File: src/rtl/alu_seq_ctrl_pkg.sv
// -----------------------------------------------------------------------------
// alu_pkg
// Shared definitions for the ALU sequencing controller and its ALU:
//   - state_e   : sequencer states, encoded so the value doubles as the
//                 display prompt code (WAIT_A=0 .. SHOW=4)
//   - OP_*      : supported operation codes carried on data_in[2:0]
//   - is_legal_op : returns 1 for a supported operation code
// -----------------------------------------------------------------------------
package alu_pkg;

  typedef enum logic [2:0] {
    WAIT_A  = 3'd0,
    WAIT_B  = 3'd1,
    WAIT_OP = 3'd2,
    CALC    = 3'd3,
    SHOW    = 3'd4
  } state_e;

  localparam logic [2:0] OP_ADD = 3'b000;
  localparam logic [2:0] OP_MUL = 3'b001;
  localparam logic [2:0] OP_AND = 3'b010;
  localparam logic [2:0] OP_SUB = 3'b100;
  localparam logic [2:0] OP_OR  = 3'b101;

  // Codes 011, 110 and 111 have no ALU function behind them.
  function automatic logic is_legal_op(input logic [2:0] code);
    logic legal;
    case (code)
      OP_ADD, OP_MUL, OP_AND, OP_SUB, OP_OR: legal = 1'b1;
      default:                               legal = 1'b0;
    endcase
    return legal;
  endfunction

endpackage

File: src/rtl/alu_seq_ctrl_alu.sv
// -----------------------------------------------------------------------------
// ALU_generalizado
// Combinational n_bits-wide ALU. Operands are treated as two's complement.
// Ports:
//   a, b     in  n_bits  operands
//   sel      in  3       operation code (see alu_pkg OP_*)
//   result   out n_bits  result truncated to n_bits
//   overflow out 1       signed overflow of add/sub/mul; 0 for and/or and
//                        for unsupported codes (result is 0 for those)
// -----------------------------------------------------------------------------
module ALU_generalizado
  import alu_pkg::*;
#(
  parameter int n_bits = 8
) (
  input  logic [n_bits-1:0] a,
  input  logic [n_bits-1:0] b,
  input  logic [2:0]        sel,
  output logic [n_bits-1:0] result,
  output logic              overflow
);

  logic [n_bits-1:0]          b_neg_s;
  logic [n_bits-1:0]          sum_s;
  logic [n_bits-1:0]          diff_s;
  logic signed [2*n_bits-1:0] a_ext_s;
  logic signed [2*n_bits-1:0] b_ext_s;
  logic signed [2*n_bits-1:0] prod_s;
  logic [n_bits:0]            prod_top_s;
  logic                       add_ovf_s;
  logic                       sub_ovf_s;
  logic                       mul_ovf_s;

  // Subtraction is done as A + (~B + 1) so it shares the adder's wrap rules.
  assign b_neg_s = ~b + {{(n_bits-1){1'b0}}, 1'b1};
  assign sum_s   = a + b;
  assign diff_s  = a + b_neg_s;

  // Full-width signed product; the low 2*n_bits bits are exact.
  assign a_ext_s = {{n_bits{a[n_bits-1]}}, a};
  assign b_ext_s = {{n_bits{b[n_bits-1]}}, b};
  assign prod_s  = a_ext_s * b_ext_s;

  // Signed add overflows when like-signed operands give an opposite-signed sum.
  assign add_ovf_s = (a[n_bits-1] == b[n_bits-1]) && (sum_s[n_bits-1] != a[n_bits-1]);
  // Signed sub overflows when unlike-signed operands flip the sign of A.
  assign sub_ovf_s = (a[n_bits-1] != b[n_bits-1]) && (diff_s[n_bits-1] != a[n_bits-1]);
  // Product fits n_bits signed only if its top n_bits+1 bits are a pure sign run.
  assign prod_top_s = prod_s[2*n_bits-1:n_bits-1];
  assign mul_ovf_s  = ~((&prod_top_s) | (~|prod_top_s));

  // Operation select.
  always_comb begin
    result   = {n_bits{1'b0}};
    overflow = 1'b0;
    case (sel)
      OP_ADD: begin
        result   = sum_s;
        overflow = add_ovf_s;
      end
      OP_SUB: begin
        result   = diff_s;
        overflow = sub_ovf_s;
      end
      OP_MUL: begin
        result   = prod_s[n_bits-1:0];
        overflow = mul_ovf_s;
      end
      OP_AND: begin
        result   = a & b;
        overflow = 1'b0;
      end
      OP_OR: begin
        result   = a | b;
        overflow = 1'b0;
      end
      default: begin
        result   = {n_bits{1'b0}};
        overflow = 1'b0;
      end
    endcase
  end

endmodule

File: src/rtl/alu_seq_ctrl.sv
// -----------------------------------------------------------------------------
// alu_seq_ctrl
// Walks the user through entering operand A, operand B and an op code from a
// shared switch bus, fires the ALU for one cycle and holds the registered
// result for the display path until the user acknowledges.
// Ports:
//   clk          in  1       system clock
//   reset        in  1       synchronous active-high reset
//   data_in      in  N_BITS  operand value, or op code in [2:0]
//   enter        in  1       debounced button level, acts on rising edge
//   clear        in  1       abort sequence, back to operand A entry
//   chain        in  1       with enter in SHOW: reuse result as next A
//   op_a, op_b   out N_BITS  latched operands
//   op_sel       out 3       latched op code
//   result       out N_BITS  registered ALU result
//   overflow     out 1       registered ALU overflow
//   result_valid out 1       result/overflow held for display
//   op_err       out 1       last op code entered was unsupported
//   state_code   out 3       current state, drives the display prompt
//   op_count     out CNT_W   completed calculations, saturating
// -----------------------------------------------------------------------------
module alu_seq_ctrl
  import alu_pkg::*;
#(
  parameter int N_BITS = 8,
  parameter int CNT_W  = 8
) (
  input  logic              clk,
  input  logic              reset,
  input  logic [N_BITS-1:0] data_in,
  input  logic              enter,
  input  logic              clear,
  input  logic              chain,
  output logic [N_BITS-1:0] op_a,
  output logic [N_BITS-1:0] op_b,
  output logic [2:0]        op_sel,
  output logic [N_BITS-1:0] result,
  output logic              overflow,
  output logic              result_valid,
  output logic              op_err,
  output logic [2:0]        state_code,
  output logic [CNT_W-1:0]  op_count
);

  state_e            state_q, state_d;
  logic              enter_q;
  logic              enter_edge_s;
  logic              op_legal_s;

  logic [N_BITS-1:0] op_a_q, op_a_d;
  logic [N_BITS-1:0] op_b_q, op_b_d;
  logic [2:0]        op_sel_q, op_sel_d;
  logic [N_BITS-1:0] result_q, result_d;
  logic              overflow_q, overflow_d;
  logic              valid_q, valid_d;
  logic              op_err_q, op_err_d;
  logic [CNT_W-1:0]  op_count_q, op_count_d;

  logic [N_BITS-1:0] alu_result_s;
  logic              alu_overflow_s;

  assign enter_edge_s = enter & ~enter_q;
  assign op_legal_s   = is_legal_op(data_in[2:0]);

  ALU_generalizado #(
    .n_bits (N_BITS)
  ) u_alu (
    .a        (op_a_q),
    .b        (op_b_q),
    .sel      (op_sel_q),
    .result   (alu_result_s),
    .overflow (alu_overflow_s)
  );

  // Button edge detector; keeps tracking the button even while clear is high
  // so a button held through clear cannot fire when clear drops.
  always_ff @(posedge clk) begin
    if (reset) begin
      enter_q <= 1'b0;
    end else begin
      enter_q <= enter;
    end
  end

  // State register.
  always_ff @(posedge clk) begin
    if (reset) begin
      state_q <= WAIT_A;
    end else begin
      state_q <= state_d;
    end
  end

  // Next-state logic; clear overrides any button action.
  always_comb begin
    state_d = state_q;
    if (clear) begin
      state_d = WAIT_A;
    end else begin
      case (state_q)
        WAIT_A: begin
          if (enter_edge_s) state_d = WAIT_B;
          else              state_d = WAIT_A;
        end
        WAIT_B: begin
          if (enter_edge_s) state_d = WAIT_OP;
          else              state_d = WAIT_B;
        end
        WAIT_OP: begin
          if (enter_edge_s && op_legal_s) state_d = CALC;
          else                            state_d = WAIT_OP;
        end
        CALC: begin
          state_d = SHOW;
        end
        SHOW: begin
          if (enter_edge_s) begin
            if (chain) state_d = WAIT_B;
            else       state_d = WAIT_A;
          end else begin
            state_d = SHOW;
          end
        end
        default: begin
          state_d = WAIT_A;
        end
      endcase
    end
  end

  // Datapath next values: operand capture, op check, result capture.
  always_comb begin
    op_a_d     = op_a_q;
    op_b_d     = op_b_q;
    op_sel_d   = op_sel_q;
    result_d   = result_q;
    overflow_d = overflow_q;
    valid_d    = valid_q;
    op_err_d   = op_err_q;
    op_count_d = op_count_q;
    if (clear) begin
      // Everything but the completed-operation count is wiped.
      op_a_d     = {N_BITS{1'b0}};
      op_b_d     = {N_BITS{1'b0}};
      op_sel_d   = 3'b000;
      result_d   = {N_BITS{1'b0}};
      overflow_d = 1'b0;
      valid_d    = 1'b0;
      op_err_d   = 1'b0;
    end else begin
      case (state_q)
        WAIT_A: begin
          if (enter_edge_s) op_a_d = data_in;
          else              op_a_d = op_a_q;
        end
        WAIT_B: begin
          if (enter_edge_s) op_b_d = data_in;
          else              op_b_d = op_b_q;
        end
        WAIT_OP: begin
          if (enter_edge_s) begin
            if (op_legal_s) begin
              op_sel_d = data_in[2:0];
              op_err_d = 1'b0;
            end else begin
              // Rejected code leaves the previous op_sel in place.
              op_err_d = 1'b1;
            end
          end else begin
            op_err_d = op_err_q;
          end
        end
        CALC: begin
          result_d   = alu_result_s;
          overflow_d = alu_overflow_s;
          valid_d    = 1'b1;
          if (op_count_q != {CNT_W{1'b1}}) begin
            op_count_d = op_count_q + {{(CNT_W-1){1'b0}}, 1'b1};
          end else begin
            op_count_d = op_count_q;
          end
        end
        SHOW: begin
          if (enter_edge_s) begin
            valid_d = 1'b0;
            if (chain) op_a_d = result_q;
            else       op_a_d = op_a_q;
          end else begin
            valid_d = valid_q;
          end
        end
        default: begin
          valid_d = valid_q;
        end
      endcase
    end
  end

  // Datapath registers.
  always_ff @(posedge clk) begin
    if (reset) begin
      op_a_q     <= {N_BITS{1'b0}};
      op_b_q     <= {N_BITS{1'b0}};
      op_sel_q   <= 3'b000;
      result_q   <= {N_BITS{1'b0}};
      overflow_q <= 1'b0;
      valid_q    <= 1'b0;
      op_err_q   <= 1'b0;
      op_count_q <= {CNT_W{1'b0}};
    end else begin
      op_a_q     <= op_a_d;
      op_b_q     <= op_b_d;
      op_sel_q   <= op_sel_d;
      result_q   <= result_d;
      overflow_q <= overflow_d;
      valid_q    <= valid_d;
      op_err_q   <= op_err_d;
      op_count_q <= op_count_d;
    end
  end

  assign op_a         = op_a_q;
  assign op_b         = op_b_q;
  assign op_sel       = op_sel_q;
  assign result       = result_q;
  assign overflow     = overflow_q;
  assign result_valid = valid_q;
  assign op_err       = op_err_q;
  assign state_code   = state_q;
  assign op_count     = op_count_q;

endmodule

File: config.mk
export PLATFORM = sky130hd
export DESIGN_NAME = alu_seq_ctrl
export DESIGN_NICKNAME = d
export VERILOG_FILES = /design/src/rtl/alu_seq_ctrl_pkg.sv /design/src/rtl/alu_seq_ctrl_alu.sv /design/src/rtl/alu_seq_ctrl.sv
export SDC_FILE = /design/constraint.sdc
export NUM_CORES = 1
export LEC_CHECK = 0
export CORE_ASPECT_RATIO = 0.9
export CORE_MARGIN = 4
export CORE_UTILIZATION = 57
export CTS_BUF_LIST = sky130_fd_sc_hd__clkbuf_4 sky130_fd_sc_hd__clkbuf_8
export CTS_CLUSTER_DIAMETER = 50
export CTS_CLUSTER_SIZE = 28
export DETAILED_ROUTE_END_ITERATION = 8
export GPL_TIMING_DRIVEN = 0
export PLACE_DENSITY = 0.79
export SYNTH_ARGS = -nofsm -noshare
export SYNTH_HDL_FRONTEND = slang
export SYNTH_HIERARCHICAL = 1
export SYNTH_SLANG_ARGS = --single-unit
File: constraint.sdc
create_clock -name clk -period 6.3 [get_ports clk]
set_input_delay 0.945 -clock clk [delete_from_list [all_inputs] [get_ports clk]]
set_output_delay 0.945 -clock clk [all_outputs]
set_load 0.005 [all_outputs]
==> qor.txt, run 1 <==
Power per Cell Area -> 96.1 mW/mm^2
hold buffer count at cts -> 0
post-CTS setup buffer count -> 0
height of the die -> 98.8 um
count of maximum capacitance violations -> 0
kind of cell adding the most delay to the critical path -> adder cells
Via Count -> 4462
clock tree root buffer cell -> clkbuf_8
setup repair after global routing missed its margin -> false
pin count of the biggest net entering global routing -> 13
global-route wire length before repair -> 22300 um
worst hold slack across all endpoints -> 483 ps
core area -> 0.00877 mm^2
#FFs+latches synth -> 42
total area of sequential cells -> 841 um^2
Port Buf Inserts -> 52
Synth async-reset ratio -> 0%
maximum operating frequency -> 177 MHz
dominant cell type by area after synthesis -> fa_1
crit-path cells -> clkbuf_1, inv_1, nor2_1, inv_1, fa_1, inv_1, fa_1, inv_1, fa_1, fa_1, inv_1, ha_1, nor2_1, nor2_1, nor2_1, a21oi_1, xnor2_1, or4_1, a32o_1, nand2_1, a21oi_1
result of the run -> completed
worst setup margin -> 640 ps
CP max stage delay -> 640 ps
standard-cell row count -> 32
Data required, critical path -> 6470 ps
CTS tree -> yes
Post-route DRC -> 0
number of sinks on the clock net -> 42
layout filler cell count -> 730
peak supply drop -> 0.0885 mV
share of the core filled with cells in the final layout -> 68.5%
sum of routed wire length over all layers -> 12900 um
WP buf/inv -> 6
synthesis warning total -> 6
leakage -> 0.00240 uW
routed wire length per instance -> 16.2 um
vias in the first global route -> 4616
mean cell area of the mapped netlist -> 8.48 um^2
clock transition time at the flip-flop clock pins of the worst setup and hold paths -> 80 ps
final antenna diode count -> 0
portion of the post-synthesis area used by sequential elements -> 16.1%
CP dominant cell by count -> inv_1
Total Neg Setup Slack -> 0 ps
area of the die -> 0.0108 mm^2
post-layout instance count excluding filler cells -> 794
post-placement cell count -> 787
H-Tree Level Count -> 2
launching element type of the critical path -> flip-flop
post-layout net count -> 799
post-route fraction of the period consumed by the critical path -> 89.8%
Worst-Skew Late Latency -> 290 ps
area used by multi-input combinational logic -> 0.00387 mm^2
proportion of netlist area held by the largest area contributor -> 21.9%
commonest cells in the synthesized netlist -> 110 x inv_1, 67 x nor2_1, 62 x nand2_1
Netlist cell types -> 58
Inserted Clock Buffers -> 5
Hold WC Path Type -> flip-flop to flip-flop
residual overflow from global routing -> 0
number of instances in the synthesized netlist -> 616
transition time at the pin with the least slew margin -> 610 ps
final critical path time including I/O delays and setup -> 5660 ps
initial antenna violation count -> 0
hold violation total from the final report -> 0
top cells by area, synth -> fa_1 22%, dfxtp_1 16%, ha_1 13%
GP Congestion -> 0.978
largest buffer count on any clock path -> 2
CP arrival -> 5830 ps
fraction of layout cells with a size suffix above 1 -> 5.19%
master of the slowest instance on the critical path -> fa_1
most common cell in the synthesized netlist -> inv_1
Post-synth top flop -> dfxtp_1
width of the die -> 109 um
relative max-transition margin -> 59.0%
remaining antenna violation count -> 0
count of routing violations after the opening detailed-route iteration -> 297
post-cts repair resize count -> 0
Synth Cell Area -> 0.00522 mm^2
gr usage total -> 25.4%
synthesized netlist net count -> 740
CP Class -> flip-flop to flip-flop
Finish-stage setup viols -> 0
peak fanout along the critical path -> 8
drt first pass iters -> 5
I/O Pins -> 54
post-DP HPWL -> 10600 um
area growth from synthesis to layout -> 15.0%
DR vias/cell -> 5.62
final worst clock skew -> 6.10 ps
number of flops mapped to enable cells by yosys -> 0
worst slack at placement -> 658 ps
starting density of the core -> 59.5%
element type at the critical path end -> flip-flop
Final Slew Violations -> 0
==> power by group <==
group / internal, uW / switching [uW]
Sequential: 269 / 7.77
Combinational: 35.7 / 43.8
Clock: 127 / 94.3
Total: 431 / 146
==> cell families after synthesis <==
group           after synthesis  share of synthesized area, %
compound gates              104                          13.5
fa+ha+maj                   111                          34.8
mux                          24                          4.62
simple gates                180                          16.5
xor+xnor                     27                          4.67
buf+inv                     128                          9.85
flops                        42                          16.1
==> final timing paths <==
path | from | endpoint | slack (ps) | cells after the start
worst max register to register | op_a[7] | overflow | 640 | 21
worst min register to register | op_err | op_err | 480 | 2
worst max-delay path | op_a[7] | overflow | 640 | 21
worst min-delay path | op_err | op_err | 480 | 2
==> cell usage in the layout (no fill, tap or decap), types with 3 or more instances in the layout <==
cell type	n
fa_1	57
nand2_1	62
and2_1	3
a31oi_1	3
mux2i_1	23
inv_1	110
nor2_1	67
ha_1	54
nand2b_1	5
nand3_1	4
nor2b_1	10
clkbuf_8	6
a211oi_1	11
clkdlybuf4s50_1	52
a21o_1	4
o21a_1	3
xnor2_1	17
a22oi_1	3
a21oi_1	35
dfxtp_1	42
buf_4	4
o21ai_0	18
clkbuf_1	9
a211oi_2	3
nor3_1	7
nand4_1	4
and3_1	4
xor2_1	9
buf_2	3
==> worst min-delay path, cell delays in order (launching register included) <==
cell	delay [ps]
dfxtp_1	320
nand2b_1	60
a21oi_1	60
==> layer usage <==
layer	GRT usage [%]	up-vias	routed length, um
met3	4.19	19	767
met4	5.05	0	180
li1	-	2109	-
met2	39.9	161	5970
met5	0	-	0
met1	37.1	2173	5960
==> final cells by class <==
| cell class | count | area share (%) |
|---|---|---|
| clock buffers | 6 | 1.38 |
| multi-input cells | 446 | 64.4 |
| repair buffers | 52 | 8.67 |
| inverters | 110 | 6.88 |
| flip-flops and latches | 42 | 14.0 |
| well taps | 119 | 2.48 |
| plain buffers | 18 | 1.69 |
| clock inverters | 1 | 0.500 |
==> flip-flops by register name, indices dropped and copies added, names as in the netlist <==
name / cells
overflow: 1
result_valid: 1
op_a: 8
state_code: 3
op_sel: 3
op_err: 1
enter_q: 1
result: 8
op_count: 8
op_b: 8
==> stage by stage <==
stage	total power, uW	instance area [um^2]
3_3_place_gp	358	5890
3_5_place_dp	360	5890
5_1_grt	597	6000
2_1_floorplan	329	5220
6_report	577	6000
4_1_cts	577	6000
(Power assumes the default switching activity.)
==> run 2: changes to the inputs <==
HOLD_SLACK_MARGIN = 0.1   (was unset)
TNS_END_PERCENT = 20   (was unset)
==> results of run 2 <==
The final DEF is identical to that of run 1; final timing and power are the same.
==> run 3: changes to the inputs <==
MAX_ROUTING_LAYER = met4   (was unset)
==> run 3 against run 2 <==
Net effect:
- core utilization hardly changed
- worst setup slack worse by 87 ps
- register-to-register slack worse by 90 ps
- critical path depth is 2 lower
- sequential share of layout area hardly changed
- flip-flop and latch count stayed put
- critical endpoint unchanged
- highest routed layer unchanged
- via count is 1.1% higher
- sequential power hardly changed
==> qor.txt, run 3 (synthesis results as in run 1) <==
launching element type of the critical path -> flip-flop
Finish-stage setup viols -> 0
most frequent cells in the layout -> 110 x inv_1, 67 x nor2_1, 62 x nand2_1
worst slack at placement -> 633 ps
clock transition time at the flip-flop clock pins of the worst setup and hold paths -> 80 ps
drt first pass iters -> 4
remaining antenna violation count -> 0
Post-DP Area -> 0.00589 mm^2
height of the die -> 98.8 um
met2 wire len -> 6230 um
standard-cell row count -> 32
Hold WC Path Type -> flip-flop to flip-flop
residual overflow from global routing -> 0
number of sinks on the clock net -> 42
largest buffer count on any clock path -> 2
maximum operating frequency -> 174 MHz
post-route fraction of the period consumed by the critical path -> 91.2%
post-placement cell count -> 787
global-route wire length before repair -> 22700 um
starting density of the core -> 59.5%
clock tree root buffer cell -> clkbuf_8
Port Buf Inserts -> 52
result of the run -> completed
count of maximum capacitance violations -> 0
Final Slew Violations -> 0
vias in the first global route -> 4701
path depth of the worst reg2reg path -> 19
pin count of the biggest net entering global routing -> 13
uppermost layer routed -> met4
CTS tree -> yes
post-DP HPWL -> 10800 um
element type at the critical path end -> flip-flop
relative max-transition margin -> 58.8%
Power per Cell Area -> 95.5 mW/mm^2
Post-route DRC -> 0
fraction of layout cells with a size suffix above 1 -> 5.33%
area of the die -> 0.0108 mm^2
H-Tree Level Count -> 2
hold buffer count at cts -> 0
final worst clock skew -> 4.97 ps
met3 WL -> 772 um
sum of routed wire length over all layers -> 13100 um
worst setup margin -> 553 ps
area growth from synthesis to layout -> 15.0%
routed metal-1 wire length -> 5990 um
initial antenna violation count -> 0
routed wire length per instance -> 16.4 um
hold path cells -> 2
final antenna diode count -> 0
GP Congestion -> 0.981
setup repair after global routing missed its margin -> false
CP arrival -> 5920 ps
DR vias/cell -> 5.67
post-layout net count -> 799
post-layout power -> 574 uW
final critical path time including I/O delays and setup -> 5750 ps
Total Neg Setup Slack -> 0 ps
post-layout instance count excluding filler cells -> 795
peak fanout along the critical path -> 8
CP Class -> flip-flop to flip-flop
leakage -> 0.00240 uW
peak supply drop -> 0.113 mV
count of routing violations after the opening detailed-route iteration -> 316
most common library cell in the layout ignoring fill and taps -> inv_1
Data required, critical path -> 6480 ps
gr usage total -> 26.5%
post-cts repair resize count -> 0
I/O Pins -> 54
hold violation total from the final report -> 0
core area -> 0.00877 mm^2
Inserted Clock Buffers -> 5
Post-Layout Inst Area -> 0.00600 mm^2
Via Count -> 4509
layout filler cell count -> 738
post-CTS setup buffer count -> 0
Worst-Skew Late Latency -> 290 ps
width of the die -> 109 um
transition time at the pin with the least slew margin -> 614 ps
-- run 3: final cells by class --
cell class | instances | area (um^2) | share of cell area, %
tap | 119 | 149 | 2.48
clock buffer | 7 | 83.8 | 1.40
inverter | 110 | 413 | 6.88
multi-input combinational | 446 | 3870 | 64.4
sequential | 42 | 841 | 14.0
timing repair buffer | 52 | 520 | 8.67
clock inverter | 1 | 30.0 | 0.500
buffer | 18 | 101 | 1.69
-- run 3: power breakdown --
part           switching (uW)  internal [uW]  total (uW)
logic                    44.1           35.7        79.8
registers                7.70            269         276
clock network            90.3            127         218
total                     142            431         574
-- run 3: worst max-delay path: stages (launching register included) --
cell,delay (ps)
dfxtp_1,410
clkbuf_1,330
inv_1,230
nor2_1,230
inv_1,90
fa_1,670
fa_1,510
fa_1,520
fa_1,540
inv_1,40
ha_1,330
o21ai_1,90
a31oi_1,60
o21ai_0,260
nor2b_1,230
xnor2_1,110
or4_1,580
a32o_1,280
nand2_1,50
a21oi_1,60
-- run 3: path summary, 6_finish.rpt --
path          endpoint  slack [ps]      start
max           overflow         550    op_a[7]
max reg2reg   overflow         550    op_a[7]
min reg2reg  result[1]         480  result[1]
min          result[1]         480  result[1]
-- run 3: per-stage QoR --
step                util, %  hold slack [ps]
finish                 68.5              480
global route           68.5              509
CTS                    68.5              484
detailed placement     67.2              469
global placement       67.2              465
floorplan                 -              453
-- run 3: layer usage --
layer / vias up / global-route usage [%]
li1: 2117 / -
met1: 2221 / 37.0
met2: 163 / 42.4
met3: 8 / 3.54
met4: 0 / 3.40
met5: - / -
